===== src/rtl/four_bit_rca.sv =====
// Ripple-carry adder built from a chain of full-adder cells.
// Sum, carry-out, signed-overflow and zero flag are registered (one cycle latency).

module rca_full_adder_cell (
  input  logic a_i,
  input  logic b_i,
  input  logic c_i,
  output logic s_o,
  output logic c_o
);

  logic p;

  assign p   = a_i ^ b_i;
  assign s_o = p ^ c_i;
  assign c_o = (a_i & b_i) | (c_i & p);

endmodule

module four_bit_rca #(
  parameter int WIDTH = 4
) (
  input  logic             clk,
  input  logic             rst,
  input  logic [WIDTH-1:0] A,
  input  logic [WIDTH-1:0] B,
  input  logic             Cin,
  output logic [WIDTH-1:0] S,
  output logic             Cout,
  output logic             Ovf,
  output logic             Zero
);

  logic [WIDTH:0]   c;
  logic [WIDTH-1:0] s;

  logic [WIDTH-1:0] s_d,    s_q;
  logic             cout_d, cout_q;
  logic             ovf_d,  ovf_q;
  logic             zero_d, zero_q;

  assign c[0] = Cin;

  // Carry ripples strictly bit 0 -> MSB through the cell chain.
  for (genvar i = 0; i < WIDTH; i++) begin : g_cell
    rca_full_adder_cell u_fa (
      .a_i (A[i]),
      .b_i (B[i]),
      .c_i (c[i]),
      .s_o (s[i]),
      .c_o (c[i+1])
    );
  end

  always_comb begin
    s_d    = s;
    cout_d = c[WIDTH];
    // Two's-complement overflow: carry into the MSB differs from carry out of it.
    ovf_d  = c[WIDTH] ^ c[WIDTH-1];
    zero_d = (s == '0);
  end

  // ---- output register stage ----
  always_ff @(posedge clk or posedge rst) begin
    if (rst) begin
      s_q    <= '0;
      cout_q <= 1'b0;
      ovf_q  <= 1'b0;
      zero_q <= 1'b0;
    end else begin
      s_q    <= s_d;
      cout_q <= cout_d;
      ovf_q  <= ovf_d;
      zero_q <= zero_d;
    end
  end

  assign S    = s_q;
  assign Cout = cout_q;
  assign Ovf  = ovf_q;
  assign Zero = zero_q;

endmodule


===== config.mk =====
export PLATFORM = sky130hd
export DESIGN_NAME = four_bit_rca
export DESIGN_NICKNAME = d
export VERILOG_FILES = /design/src/rtl/four_bit_rca.sv
export SDC_FILE = /design/constraint.sdc
export NUM_CORES = 1
export LEC_CHECK = 0
export BUFFER_PORTS_ARGS = -buffer_cell sky130_fd_sc_hd__buf_2
export CORE_AREA = 5 5 42 44
export CTS_CLUSTER_SIZE = 12
export DETAILED_ROUTE_END_ITERATION = 8
export DIE_AREA = 0 0 47 49
export PLACE_DENSITY = 0.57
export SYNTH_ARGS = -nofsm -noshare
export SYNTH_HDL_FRONTEND = slang
export SYNTH_SLANG_ARGS = --single-unit
export TNS_END_PERCENT = 30

===== constraint.sdc =====
create_clock -name clk -period 0.95 [get_ports clk]
set_clock_uncertainty 0.2 [all_clocks]
set_input_delay 0.1425 -clock clk [delete_from_list [all_inputs] [get_ports clk]]
set_output_delay 0.1425 -clock clk [all_outputs]
set_load 0.05 [all_outputs]

==> results.yml <==
setup_path:
  worstPathCellList: "buf_6 -> fa_2 -> fa_2 -> fa_2 -> inv_2 -> fa_2 -> nor4b_4"
  max_stage_delay_ps: 430
  arrival_ps: 1960
  start_kind: "input pin"
  worstPathMaxFanout: 2
  cp_slowest_cell: "fa_2"
  crit_type: "in2reg"
  crit_path_end_kind: "register"
  critical_path.top_delay_family: "adder cells"
  path_buf_inv: 2
  crit_cells: 7
  required_ps: 880
  cp_common_cell: "fa_2"
synth:
  synth_top_cell_by_area: "dfrtp_1"
  syn_area_per_cell_um2: 15.9
  synth_nets: 34
  synthMostInstantiatedCell: "dfrtp_1"
  synth_edf_count: 0
  ys_ff_latch: 7
  ys_types: 5
  yosys_warnings: 0
  synthCells: 19
  syn_area_um2: 302
  synthFlopType: "dfrtp_1"
  synth.area.top_cells: "dfrtp_1, fa_1, inv_1"
  yosysSeqAreaShare_pct: 58.1
  async_flop_share_pct: 100
  synth_commonest_cells: "dfrtp_1, inv_1, fa_1"
  synth_top_area_share_pct: 58.1
sta:
  rsz0062_at_grt: "true"
  setup_ws_ps: -1070
  whs_ps: 57.8
  setup_viol: 13
  min_period_ps: 2020
  drv_slew: 0
  post-route-period-util_pct: 213
  fmax_mhz: 495
  setup_tns_ps: -5560
  tightestPinTransition_ps: 251
  maxSlewHeadroom_pct: 83.3
  hold_viol: 0
status:
  status: "finished with violations"
  violations: "setup timing"
global_route:
  grt_pass1_vias: 273
  grt.overflow.total: 0
  grt_max_degree: 8
  grt.total_usage_pct: 6.91
  grt_first_pass_wirelength_um: 1050
  antenna_found_initial: 0
hold_path:
  hp-class: "in2reg"
  min_path_cells: 2
route:
  dr_total_vias: 213
  postRouteAntennaNets: 0
  wl_um: 601
  wl_met1_um: 252
  first_pass_iters: 1
  route.met3.wl_um: 108
  topRoutingLayerUsed: "met3"
  post-route-drc-count: 0
  drtIter0Drc: 0
  viasPerCell: 3.67
  met2_length_um: 240
  avgRoutedWirePerCell_um: 10.4
placed_design:
  gp_congestion: 0.572
  io_buffers: 17
  place_hpwl_um: 507
floorplanning:
  fp-row-count: 14
  die_y_um: 49
  coreArea_um2: 1400
  ioPinCount: 18
  fp.dieArea_um2: 2300
  die_w_um: 47
  initial_core_util_pct: 21.5
job:
  maxCapViolations: 0
final_layout:
  layout-drive-gt1-share_pct: 66.7
  area_growth_pct: 74.7
  fill_cells: 143
  finalNetCount: 58
  n_antenna_cell: 0
cts:
  htree_levels: 1
  numCtsBuffers: 3
  cts.sinks: 7
  clkTransAtPathRegs_ps: 50
  cts_setup_buffers: 0
  cts_root_buf: "clkbuf_4"
  cts_buffer_depth: 2
  cts_tree: "yes"
pwr:
  vdd_ir_drop_max_v: 0.000638
  power_density_nw_per_um2: 2030
  p_leak_nw: 0.264
[power by group]
part / internal (mW) / switching, mW / total (mW)
Sequential: 0.346 / 0.0212 / 0.367
Clock: 0.160 / 0.102 / 0.262
Combinational: 0.178 / 0.260 / 0.438
[cell families after synthesis]
logic type,Yosys count,share of synthesized area (%)
XOR/XNOR,1,2.91
flip-flops,7,58.1
AND/OR/NAND/NOR,1,4.98
buffers and inverters,6,7.47
adder cells (fa/ha/maj),4,26.6
[stage by stage]
| step | worst slack (ps) | area (µm²) | total power [mW] | utilization [%] | cells |
|---|---|---|---|---|---|
| floorplan | -1260 | 309 | 0.610 | - | 19 |
| global placement | -1420 | 422 | 0.704 | 30.1 | 53 |
| detailed placement | -1440 | 422 | 0.713 | 30.1 | 53 |
| CTS | -1080 | 517 | 1.07 | 36.9 | 58 |
| global route | -1100 | 527 | 1.14 | 37.6 | 58 |
| finish | -1070 | 527 | 1.07 | 37.6 | 58 |
[cell type report]
cell class	instances	area [µm²]	area share, %
repair buffers	19	153	29.0
well taps	16	20.0	3.80
flip-flops and latches	7	175	33.3
multi-input cells	6	130	24.7
inverters	6	22.5	4.28
clock buffers	4	26.3	4.99
[placed cells by master, fill, tap and decap left out]
master	Yosys	layout
buf_6	0	8
xnor2_2	0	1
clkbuf_1	0	1
dfrtp_1	7	7
inv_1	6	5
dlygate4sd3_1	0	1
fa_2	0	4
buf_2	0	9
nor4b_4	0	1
inv_2	0	1
buf_4	0	1
clkbuf_4	0	3
[routing by layer]
metal | vias to the layer above | GRT usage [%]
li1 | 99 | -
met1 | 96 | 7.76
met2 | 18 | 8.82
met3 | 0 | 5.54
met4 | 0 | 4.15
met5 | - | 0
[final timing paths]
| kind | start | to | slack [ps] |
|---|---|---|---|
| setup / recovery | Cin | Zero$_DFF_PP0_ | -1070 |
| hold / removal | Cin | S[0]$_DFF_PP0_ | 60 |
| max in group asynchronous | rst | Ovf$_DFF_PP0_ | 190 |
| min in group asynchronous | rst | S[3]$_DFF_PP0_ | 160 |
[sequential cells by signal, indices dropped and copies added, names as in the netlist]
register and cells:
Ovf 1, Zero 1, S 4, Cout 1
[what timing repair did]
action                                 CTS  global route
setup endpoints to repair               13            13
gates cloned                             0             0
pin swaps                                4             2
endpoints found under the hold margin    7             0
resized for setup                       16             2
hold buffers                             1             0
Power figures use the tool's default switching activity.
